==> src/rtl/fc_layer_ctrl_if.sv <==
// rtl/fc_layer_ctrl_if.sv - handshake between the layer sequencer and the shared FC neuron unit
//   o_fc_start    : one-cycle start pulse towards the FC unit
//   i_fc_output   : signed 32-bit FC result
//   i_fc_finished : FC completion pulse
//   master = sequencer side, slave = FC unit side
interface fc_layer_ctrl_if;
  logic        o_fc_start;
  logic [31:0] i_fc_output;
  logic        i_fc_finished;

  modport master (output o_fc_start, input i_fc_output, input i_fc_finished);
  modport slave  (input o_fc_start, output i_fc_output, output i_fc_finished);
endinterface

==> src/rtl/fc_layer_ctrl.sv <==
// rtl/fc_layer_ctrl.sv - sequences one fully-connected layer through a shared FC neuron unit
//   i_clk, i_rst_n : clock, asynchronous active-low reset
//   i_start        : begin one inference (sampled only when idle)
//   i_abort        : abandon the inference in progress
//   o_busy         : high whenever not idle
//   o_rom_addr     : current neuron index for the weight/bias ROM
//   fc             : start/result/finished handshake with the FC unit
//   o_out_valid, o_out_idx, o_out_data : per-neuron result pulse
//   o_done, o_argmax : end-of-inference pulse and winning neuron index
//   o_error        : pulse when the FC unit fails to finish in time
module fc_layer_ctrl #(
  parameter int NUM_NEURONS = 10,
  parameter int IDX_W       = 4,
  parameter int TIMEOUT     = 15
) (
  input  logic                 i_clk,
  input  logic                 i_rst_n,
  input  logic                 i_start,
  input  logic                 i_abort,
  output logic                 o_busy,
  output logic [IDX_W-1:0]     o_rom_addr,
  fc_layer_ctrl_if.master      fc,
  output logic                 o_out_valid,
  output logic [IDX_W-1:0]     o_out_idx,
  output logic [31:0]          o_out_data,
  output logic                 o_done,
  output logic [IDX_W-1:0]     o_argmax,
  output logic                 o_error
);

  localparam int               CNT_W = (TIMEOUT > 2) ? $clog2(TIMEOUT) : 1;
  localparam logic [IDX_W-1:0] LAST  = IDX_W'(NUM_NEURONS - 1);
  // The counter starts at 0 in the first WAIT cycle, so expiring at
  // TIMEOUT-2 places the error pulse TIMEOUT cycles after o_fc_start.
  localparam logic [CNT_W-1:0] CNT_LIMIT = CNT_W'(TIMEOUT - 2);

  typedef enum logic [2:0] {S_IDLE, S_LOAD, S_START, S_WAIT, S_STORE, S_DONE} state_t;

  state_t           state, state_d;
  logic [IDX_W-1:0] idx, idx_d;
  logic [CNT_W-1:0] cnt, cnt_d;
  logic [31:0]      best, best_d;
  logic             fc_start_q, fc_start_d;
  logic             busy_d, valid_d, done_d, error_d;
  logic [IDX_W-1:0] out_idx_d, argmax_d;
  logic [31:0]      out_data_d;

  assign fc.o_fc_start = fc_start_q;
  assign o_rom_addr    = idx;

  always_comb begin
    state_d    = state;
    idx_d      = idx;
    cnt_d      = cnt;
    best_d     = best;
    fc_start_d = 1'b0;
    valid_d    = 1'b0;
    done_d     = 1'b0;
    error_d    = 1'b0;
    out_idx_d  = o_out_idx;
    out_data_d = o_out_data;
    argmax_d   = o_argmax;
    // Abort outranks every other event, including a coincident finish.
    if (state != S_IDLE && i_abort) begin
      state_d = S_IDLE;
    end else begin
      case (state)
        S_IDLE: begin
          if (i_start) begin
            idx_d    = '0;
            best_d   = '0;
            argmax_d = '0;
            state_d  = S_LOAD;
          end
        end
        S_LOAD: begin
          // ROM data is ready one cycle after the address settles.
          fc_start_d = 1'b1;
          state_d    = S_START;
        end
        S_START: begin
          cnt_d   = '0;
          state_d = S_WAIT;
        end
        S_WAIT: begin
          if (fc.i_fc_finished) begin
            out_data_d = fc.i_fc_output;
            out_idx_d  = idx;
            valid_d    = 1'b1;
            state_d    = S_STORE;
          end else if (cnt == CNT_LIMIT) begin
            error_d = 1'b1;
            state_d = S_IDLE;
          end else begin
            cnt_d = cnt + CNT_W'(1);
          end
        end
        S_STORE: begin
          // Strictly-greater replacement keeps the lowest index on ties.
          if (idx == '0 || $signed(o_out_data) > $signed(best)) begin
            best_d   = o_out_data;
            argmax_d = idx;
          end
          if (idx == LAST) begin
            done_d  = 1'b1;
            state_d = S_DONE;
          end else begin
            idx_d   = idx + IDX_W'(1);
            state_d = S_LOAD;
          end
        end
        S_DONE:  state_d = S_IDLE;
        default: state_d = S_IDLE;
      endcase
    end
    busy_d = (state_d != S_IDLE);
  end

  always_ff @(posedge i_clk or negedge i_rst_n) begin
    if (!i_rst_n) begin
      state       <= S_IDLE;
      idx         <= '0;
      cnt         <= '0;
      best        <= '0;
      fc_start_q  <= 1'b0;
      o_busy      <= 1'b0;
      o_out_valid <= 1'b0;
      o_out_idx   <= '0;
      o_out_data  <= '0;
      o_done      <= 1'b0;
      o_argmax    <= '0;
      o_error     <= 1'b0;
    end else begin
      state       <= state_d;
      idx         <= idx_d;
      cnt         <= cnt_d;
      best        <= best_d;
      fc_start_q  <= fc_start_d;
      o_busy      <= busy_d;
      o_out_valid <= valid_d;
      o_out_idx   <= out_idx_d;
      o_out_data  <= out_data_d;
      o_done      <= done_d;
      o_argmax    <= argmax_d;
      o_error     <= error_d;
    end
  end

endmodule
==> src/flat_wrapper.sv <==
// flat-port wrapper written by rule: the top's interface ports become plain ports
module fc_layer_ctrl_flat 
#(
  parameter int NUM_NEURONS = 10,
  parameter int IDX_W       = 4,
  parameter int TIMEOUT     = 15
)
  (i_clk, i_rst_n, i_start, i_abort, o_busy, o_rom_addr, o_out_valid, o_out_idx, o_out_data, o_done, o_argmax, o_error, fc_o_fc_start, fc_i_fc_output, fc_i_fc_finished);
  fc_layer_ctrl_if fc_i ();
  input  logic i_clk;
  input  logic i_rst_n;
  input  logic i_start;
  input  logic i_abort;
  output logic o_busy;
  output logic [IDX_W-1:0] o_rom_addr;
  output logic o_out_valid;
  output logic [IDX_W-1:0] o_out_idx;
  output logic [31:0] o_out_data;
  output logic o_done;
  output logic [IDX_W-1:0] o_argmax;
  output logic o_error;
  output wire logic [$bits(fc_i.o_fc_start)-1:0] fc_o_fc_start;
  input wire logic [$bits(fc_i.i_fc_output)-1:0] fc_i_fc_output;
  input wire logic [$bits(fc_i.i_fc_finished)-1:0] fc_i_fc_finished;
  assign fc_o_fc_start = fc_i.o_fc_start;
  assign fc_i.i_fc_output = fc_i_fc_output;
  assign fc_i.i_fc_finished = fc_i_fc_finished;
  fc_layer_ctrl #(.NUM_NEURONS(NUM_NEURONS), .IDX_W(IDX_W), .TIMEOUT(TIMEOUT)) u_core (.i_clk(i_clk), .i_rst_n(i_rst_n), .i_start(i_start), .i_abort(i_abort), .o_busy(o_busy), .o_rom_addr(o_rom_addr), .fc(fc_i), .o_out_valid(o_out_valid), .o_out_idx(o_out_idx), .o_out_data(o_out_data), .o_done(o_done), .o_argmax(o_argmax), .o_error(o_error));
endmodule
==> config.mk <==
export PLATFORM = sky130hd
export DESIGN_NAME = fc_layer_ctrl_flat
export DESIGN_NICKNAME = d
export VERILOG_FILES = /design/src/rtl/fc_layer_ctrl_if.sv /design/src/rtl/fc_layer_ctrl.sv /design/src/flat_wrapper.sv
export SDC_FILE = /design/constraint.sdc
export NUM_CORES = 1
export LEC_CHECK = 0
export ABC_AREA = 1
export BUFFER_PORTS_ARGS = -buffer_cell sky130_fd_sc_hd__buf_2
export CORE_MARGIN = 3
export CORE_UTILIZATION = 54
export DETAILED_ROUTE_END_ITERATION = 8
export PLACE_DENSITY_LB_ADDON = 0.1
export SYNTH_ARGS = -nofsm -noshare
export SYNTH_HDL_FRONTEND = slang
export SYNTH_SLANG_ARGS = --single-unit
==> constraint.sdc <==
create_clock -name i_clk -period 2.4 [get_ports i_clk]
set_input_delay 0.24 -clock i_clk [delete_from_list [all_inputs] [get_ports i_clk]]
set_output_delay 0.24 -clock i_clk [all_outputs]
set_load 0.01 [all_outputs]
==> out/results.txt, run 1 <==
status = complete, no violations
main combinational cell family by area after synthesis = simple AND/OR/NAND/NOR gates
Initial Util = 56.1%
Leak = 0.00292 µW
reg2reg path depth = 12
overall routed net length = 10,300 µm
FF+latch count, synth = 88
Slew Viols, Final = 0
Worst Setup EP = u_core.best[11]
Longest Clk Path Bufs = 2
GRT Total Usage = 21.5%
Crit Path Class = flip-flop to flip-flop
reg2reg end = u_core.best[11]
MaxCap Viol Count = 0
std cell rows = 33
Vias = 3,943
Remaining Overflow, GRT = 0
share of layout cells above drive strength 1 = 18.2%
first-pass GRT wire length = 17,300 µm
slew margin rel. = 60.9%
largest net degree at the start of global routing = 40
area grow syn2layout = 17.6%
PwrDens = 1070 nW/µm²
final setup margin = 245 ps
vias per cell = 5.09
worst-case register-to-register setup slack = 250 ps
CP startpoint kind = flip-flop
Min-Delay Path Class = primary input to flip-flop
Mapped Cells = 578
post-route DRC violation count = 0
floorplan die area = 9770 µm²
Reg2Reg Launch Point = u_core.o_out_data[31]
root buf cell = clkbuf_8
xor/xnor cell area share of the yosys netlist = 0.376%
Fin. Hold Viols = 0
RSZ-0062 raised after global routing = false
initial antenna violation count = 0
Yosys warning count = 0
DRT iter0 DRCs = 163
WP data arrival = 2450 ps
Final GP Congestion = 0.870
cts bufs inserted = 9
# setup viols final = 0
Synth cell types = 32
Die Wd = 98.8 µm
worst slew pin tran = 583 ps
IO Count = 86
iteration count of the initial detailed-routing pass = 4
Max Clock Freq = 464 MHz
sequential area share after synthesis = 47.3%
crit path launch = u_core.o_out_data[31]
Synth Area in Simple Gates = 23.8%
post-synthesis mux area share = 0%
Final nets = 739
Net Count, Synth = 652
vias in the first global route = 3,862
estimated wirelength of the detail-placed design = 7070 µm
CTS clk-pin slew, worst paths = 90 ps
Clock Sinks = 88
antenna cell count = 0
Post-DRT Antenna Nets = 0
total core area = 8300 µm²
peak supply drop = 0.524 mV
syn avg cell area = 8.05 µm²
fin crit share = 89.8%
Synth Cell Area = 4650 µm²
Crit Path Max Fanout = 15
complex-gate fraction of the synthesized area = 8.36%
Avg WL per Cell = 13.3 µm
clk_skew = 15.1 ps
min Tclk post-route = 2150 ps
IO Port Bufs = 85
required time worst endpoint = 2700 ps
post-synthesis adder-cell area fraction = 9.95%
Clock Latency Late Sink = 360 ps
H-tree depth = 3
CTS tree = done
Setup TNS = 0 ps
chip height = 98.8 µm
critical path endpoint category = flip-flop
post-place setup slack = 48.6 ps
==> worst min-delay path by stage <==
stage	startpoint	endpoint	slack [ps]	cells after the start
6_report	i_abort	u_core.fc.o_fc_start	50	2
5_1_grt	i_abort	u_core.fc.o_fc_start	50	2
3_3_place_gp	i_rst_n	u_core.o_out_data[7]	260	1
3_5_place_dp	i_rst_n	u_core.o_out_data[7]	260	1
2_1_floorplan	i_rst_n	u_core.best[0]	-60	0
4_1_cts	i_abort	u_core.fc.o_fc_start	40	2
==> power breakdown <==
group | total, µW | switching [µW] | internal [µW] | leakage [µW]
logic | 2510 | 1540 | 969 | 0.00166
registers | 2240 | 337 | 1900 | 0.00115
clock network | 1120 | 530 | 588 | 0.000104
==> synthesized netlist by cell type, drive strengths merged <==
master / count / area share, %
dfrtp: 88 / 47
a21o: 2 / 0.32
nand4: 5 / 0.67
o22ai: 1 / 0.13
o31ai: 3 / 0.48
nor4: 1 / 0.27
a31oi: 3 / 0.40
ha: 37 / 9.9
a21oi: 20 / 2.2
nand3: 46 / 5.1
o21a: 2 / 0.32
o21ai: 40 / 4.3
inv: 94 / 7.6
xor2: 1 / 0.19
nor2: 52 / 4.3
buf: 16 / 2.3
nand2: 157 / 13
clkbuf: 5 / 0.40
o211ai: 1 / 0.16
nor3: 3 / 0.43
xnor2: 1 / 0.19
==> through the flow <==
step | hold slack [ps] | power (µW) | util [%] | cells | cell area [µm²]
2_1_floorplan | -55.6 | 3870 | - | 578 | 4650
6_report | 48.8 | 5860 | 66.0 | 775 | 5470
5_1_grt | 54.8 | 6390 | 66.0 | 775 | 5470
3_3_place_gp | 257 | 4610 | 62.4 | 756 | 5180
4_1_cts | 43.0 | 5820 | 65.1 | 773 | 5400
3_5_place_dp | 264 | 4700 | 62.4 | 756 | 5180
==> worst max-delay path, cell delays in order, from the launching register on <==
cell,delay [ps]
dfrtp_1,430
ha_4,300
nand2_1,80
nor2_2,130
nand2_1,130
nor4_4,180
nand2_1,100
nand3_1,90
nand3_2,130
nand2_8,150
buf_6,190
nand3_1,100
nand2_1,80
==> layout by cell type (no fill, tap or decap) <==
master / n
buf_4: 8
nand3_2: 1
clkinv_2: 1
clkbuf_1: 2
nand3_1: 45
nor3_2: 1
buf_2: 84
ha_1: 36
o31ai_1: 3
nor2_4: 1
clkbuf_8: 9
a21oi_1: 19
o21ai_0: 35
nor2_2: 2
a31oi_1: 3
buf_12: 1
a21o_1: 2
inv_2: 1
o22ai_1: 1
nand2_1: 154
dlygate4sd3_1: 1
clkinv_4: 1
nand2_2: 1
ha_4: 1
nor2_1: 49
inv_1: 93
nand4_1: 5
xnor2_1: 1
o21a_1: 2
nand2_8: 3
buf_6: 2
bufinv_16: 2
nor3_1: 2
o21ai_1: 5
nor4_4: 1
a21oi_2: 1
clkinvlp_4: 1
o211ai_1: 1
xor2_1: 1
dfrtp_1: 88
==> registers in the layout, indices dropped and copies added (netlist names), 3 cells and up <==
register           cells
u_core.state           3
u_core.o_out_idx       4
u_core.o_argmax        4
u_core.o_out_data     32
u_core.best           32
u_core.cnt             4
u_core.o_rom_addr      4
==> logic make-up after synthesis <==
| kind of cell | count (synthesis) |
|---|---|
| flip-flops | 88 |
| adder cells (fa/ha/maj) | 37 |
| XOR/XNOR | 2 |
| AND/OR/NAND/NOR | 264 |
| AO/OA/AOI/OAI | 72 |
| buffers and inverters | 115 |
==> per-layer routing <==
layer | vias up | part of all wire (%) | global-route usage, % | wire (µm)
met2 | 98 | 49 | 36.7 | 5040
met1 | 1853 | 45 | 28.0 | 4700
met3 | 4 | 5.2 | 3.68 | 536
met5 | - | 0 | 0 | 0
met4 | 0 | 0.51 | 6.72 | 53
li1 | 1988 | - | - | -
==> layout make-up <==
cell class / count / area [µm²]
Clock buffer: 11 / 131
Clock inverter: 5 / 81.3
Fill cell: 763 / 2830
Inverter: 94 / 353
Multi-Input combinational cell: 376 / 2040
Sequential cell: 88 / 2200
Tap cell: 105 / 131
Timing Repair Buffer: 96 / 533
==> what timing repair did <==
item	CTS	global route
setup endpoints to repair	0	36
setup buffers	0	1
hold buffers	1	0
hold endpoints to repair	37	0
resized for setup	0	7
No activity file was read; power rests on OpenSTA's default activity.
==> inputs of run 2 (changes only) <==
--- a/config.mk
+++ b/config.mk
@@ -8,7 +8,7 @@
 export ABC_AREA = 1
 export BUFFER_PORTS_ARGS = -buffer_cell sky130_fd_sc_hd__buf_2
 export CORE_MARGIN = 3
-export CORE_UTILIZATION = 54
+export CORE_UTILIZATION = 50
 export DETAILED_ROUTE_END_ITERATION = 8
 export PLACE_DENSITY_LB_ADDON = 0.1
 export SYNTH_ARGS = -nofsm -noshare
==> constraint.sdc (replaced) <==
create_clock -name i_clk -period 1.7 [get_ports i_clk]
set_input_delay 0.17 -clock i_clk [delete_from_list [all_inputs] [get_ports i_clk]]
set_output_delay 0.17 -clock i_clk [all_outputs]
set_load 0.01 [all_outputs]
==> out/results.txt, run 2 (synthesis gave the netlist of run 1 again) <==
status = finished with violations
violated checks = negative setup slack
CTS clk-pin slew, worst paths = 100 ps (about the same)
reg2reg path depth = 11 (-1)
Largest regs = u_core.best (32), u_core.o_out_data (32)
Initial Util = 52.4% (-3.7 points)
# setup viols final = 36 (+36)
WP data arrival = 2360 ps (-90 ps)
worst slew pin tran = 606 ps (+22.2 ps)
GRT Total Usage = 22.1% (+0.54 points)
peak supply drop = 0.999 mV (+91%)
met3 usage = 4.03% (+0.35 points)
Vias = 4,245 (+7.7%)
Final nets = 805 (+8.9%)
Clock Sinks = 88 (unchanged)
vias in the first global route = 4,164 (+7.8%)
fill count = 694 (-9.0%)
chip height = 102 µm (+3.7%)
estimated wirelength of the detail-placed design = 7930 µm (+12%)
std cell rows = 34 (+3.0%)
Final GP Congestion = 0.804 (-7.6%)
final setup margin = -420 ps (-665 ps)
Min-Delay Path Class = primary input to flip-flop
H-tree depth = 3 (unchanged)
worst-case register-to-register setup slack = -420 ps (-670 ps)
MaxCap Viol Count = 0 (unchanged)
Cells on Worst Hold Path = 3 (+1)
total core area = 8890 µm² (+7.1%)
PwrDens = 1570 nW/µm² (+47%)
Slew Viols, Final = 0 (unchanged)
Setup TNS = -14,280 ps (-14,280 ps)
Max Clock Freq = 472 MHz (+1.6%)
Remaining Overflow, GRT = 0 (unchanged)
floorplan die area = 10,500 µm² (+7.5%)
Avg WL per Cell = 13.8 µm (+3.6%)
Crit Path Max Fanout = 9 (-6)
hold wc startpoint = fc_i_fc_output[25]
reg2reg end = u_core.best[5]
Leak = 0.00335 µW (+15%)
area grow syn2layout = 38.3%
slew margin rel. = 59.5% (-1.5 points)
largest net degree at the start of global routing = 45 (+13%)
Hold EP = u_core.o_out_data[25]
iteration count of the initial detailed-routing pass = 4 (unchanged)
min Tclk post-route = 2120 ps (-34.6 ps)
critical path endpoint category = flip-flop
fin crit share = 125% (+35 points)
antenna cell count = 0 (unchanged)
Reg2Reg Launch Point = u_core.o_out_data[19]
initial antenna violation count = 0 (unchanged)
IO Count = 86 (unchanged)
Final Util = 72.4% (+6.4 points)
first-pass GRT wire length = 18,500 µm (+6.9%)
met1 global-route usage = 28.6% (+0.67 points)
required time worst endpoint = 1940 ps (-760 ps)
IO Port Bufs = 85 (unchanged)
clk_skew = 12.3 ps (-2.82 ps)
grt met2 use = 37.1% (+0.37 points)
Fin. Hold Viols = 0 (unchanged)
Crit Path Class = flip-flop to flip-flop
CP startpoint kind = flip-flop
Post-DRT Antenna Nets = 0 (unchanged)
root buf cell = clkbuf_8
Die Wd = 102 µm (+3.7%)
CTS tree = done
post-route DRC violation count = 0 (unchanged)
grt peak-use layer = met2
leading cell type in the layout, fill and taps excluded = nand2_1
RSZ-0062 raised after global routing = true
DRT iter0 DRCs = 161 (-1.2%)
overall routed net length = 11,700 µm (+13%)
Clock Latency Late Sink = 350 ps (about the same)
cts bufs inserted = 9 (unchanged)
most frequent cells in the layout = nand2_1, dfrtp_1, buf_2, inv_1, buf_4
Longest Clk Path Bufs = 2 (unchanged)
share of layout cells above drive strength 1 = 35.3% (+17 points)
vias per cell = 5.03 (-1.1%)
==> run 2: changes by cell type in the layout (fill, tap and decap cells not counted), moves of 6 or more <==
cell     delta
a21oi_1     -9
a21oi_2     +8
nand2_2    +25
nand2_4     +9
buf_12      +6
ha_4       +10
inv_1      -12
inv_2      +11
nand2_1    -33
ha_1       -10
buf_4      +56
==> run 2: area by class of cell <==
cell class | count | area (µm²) | share of cell area (%)
repair buffers | 163 | 1170 | 18.2
inverters | 94 | 355 | 5.52
multi-input cells | 375 | 2350 | 36.5
clock inverters | 6 | 92.6 | 1.44
clock buffers | 10 | 128 | 1.98
flip-flops and latches | 88 | 2210 | 34.3
well taps | 108 | 135 | 2.10
==> run 2: worst max-delay path, stage by stage, from the launching register on <==
cell,delay (ps)
dfrtp_1,430
ha_4,290
nand4_1,190
nor4_4,330
nand2_2,100
nand3_2,70
nand3_2,90
nand2_4,120
nand2_8,100
clkbuf_16,180
nand2_1,70
nand2_1,50
==> run 2: where the power goes <==
group          switching, µW  internal (µW)  total, µW  leakage [µW]
combinational           2750           2580       5330       0.00210
clock                    776            837       1610      0.000103
sequential               486           2690       3170       0.00115
total                   4010           6110      10100       0.00335
==> run 2: worst max-delay path by stage <==
stage | start | end | slack, ps
after floorplan | u_core.o_out_data[31] | u_core.o_argmax[0] | -210
after global placement | u_core.o_out_data[31] | u_core.best[4] | -350
after detailed placement | u_core.o_out_data[31] | u_core.best[4] | -400
after CTS | u_core.best[19] | u_core.o_argmax[1] | -370
after global routing | u_core.o_out_data[26] | u_core.best[17] | -560
final | u_core.o_out_data[19] | u_core.best[5] | -420
==> run 2: metrics by stage <==
stage / setup slack (ps) / std cells / hold WS (ps) / instance area, µm² / power [µW]
2_1_floorplan: -215 / 578 / -126 / 4690 / 5520
3_3_place_gp: -346 / 800 / 129 / 5600 / 7260
3_5_place_dp: -400 / 800 / 140 / 5600 / 7430
4_1_cts: -366 / 819 / 6.92 / 5870 / 9110
5_1_grt: -559 / 844 / 1.69 / 6440 / 11000
6_report: -420 / 844 / 16.0 / 6440 / 10100
==> run 2: timing repair <==
item | CTS | global route
endpoints found under the setup margin | 38 | 75
endpoints found under the hold margin | 31 | 0
pin swaps | 4 | 17
cloned | 0 | 3
gates resized for setup | 5 | 85
setup buffers | 0 | 22
hold buffers | 3 | 0
==> run 2: routing by layer <==
layer  vias to the layer above  part of all wire [%]
li1                       2127                     -
met1                      2000                    45
met2                       102                    49
met3                        16                   4.7
met4                         0                   1.4
met5                         -                     0
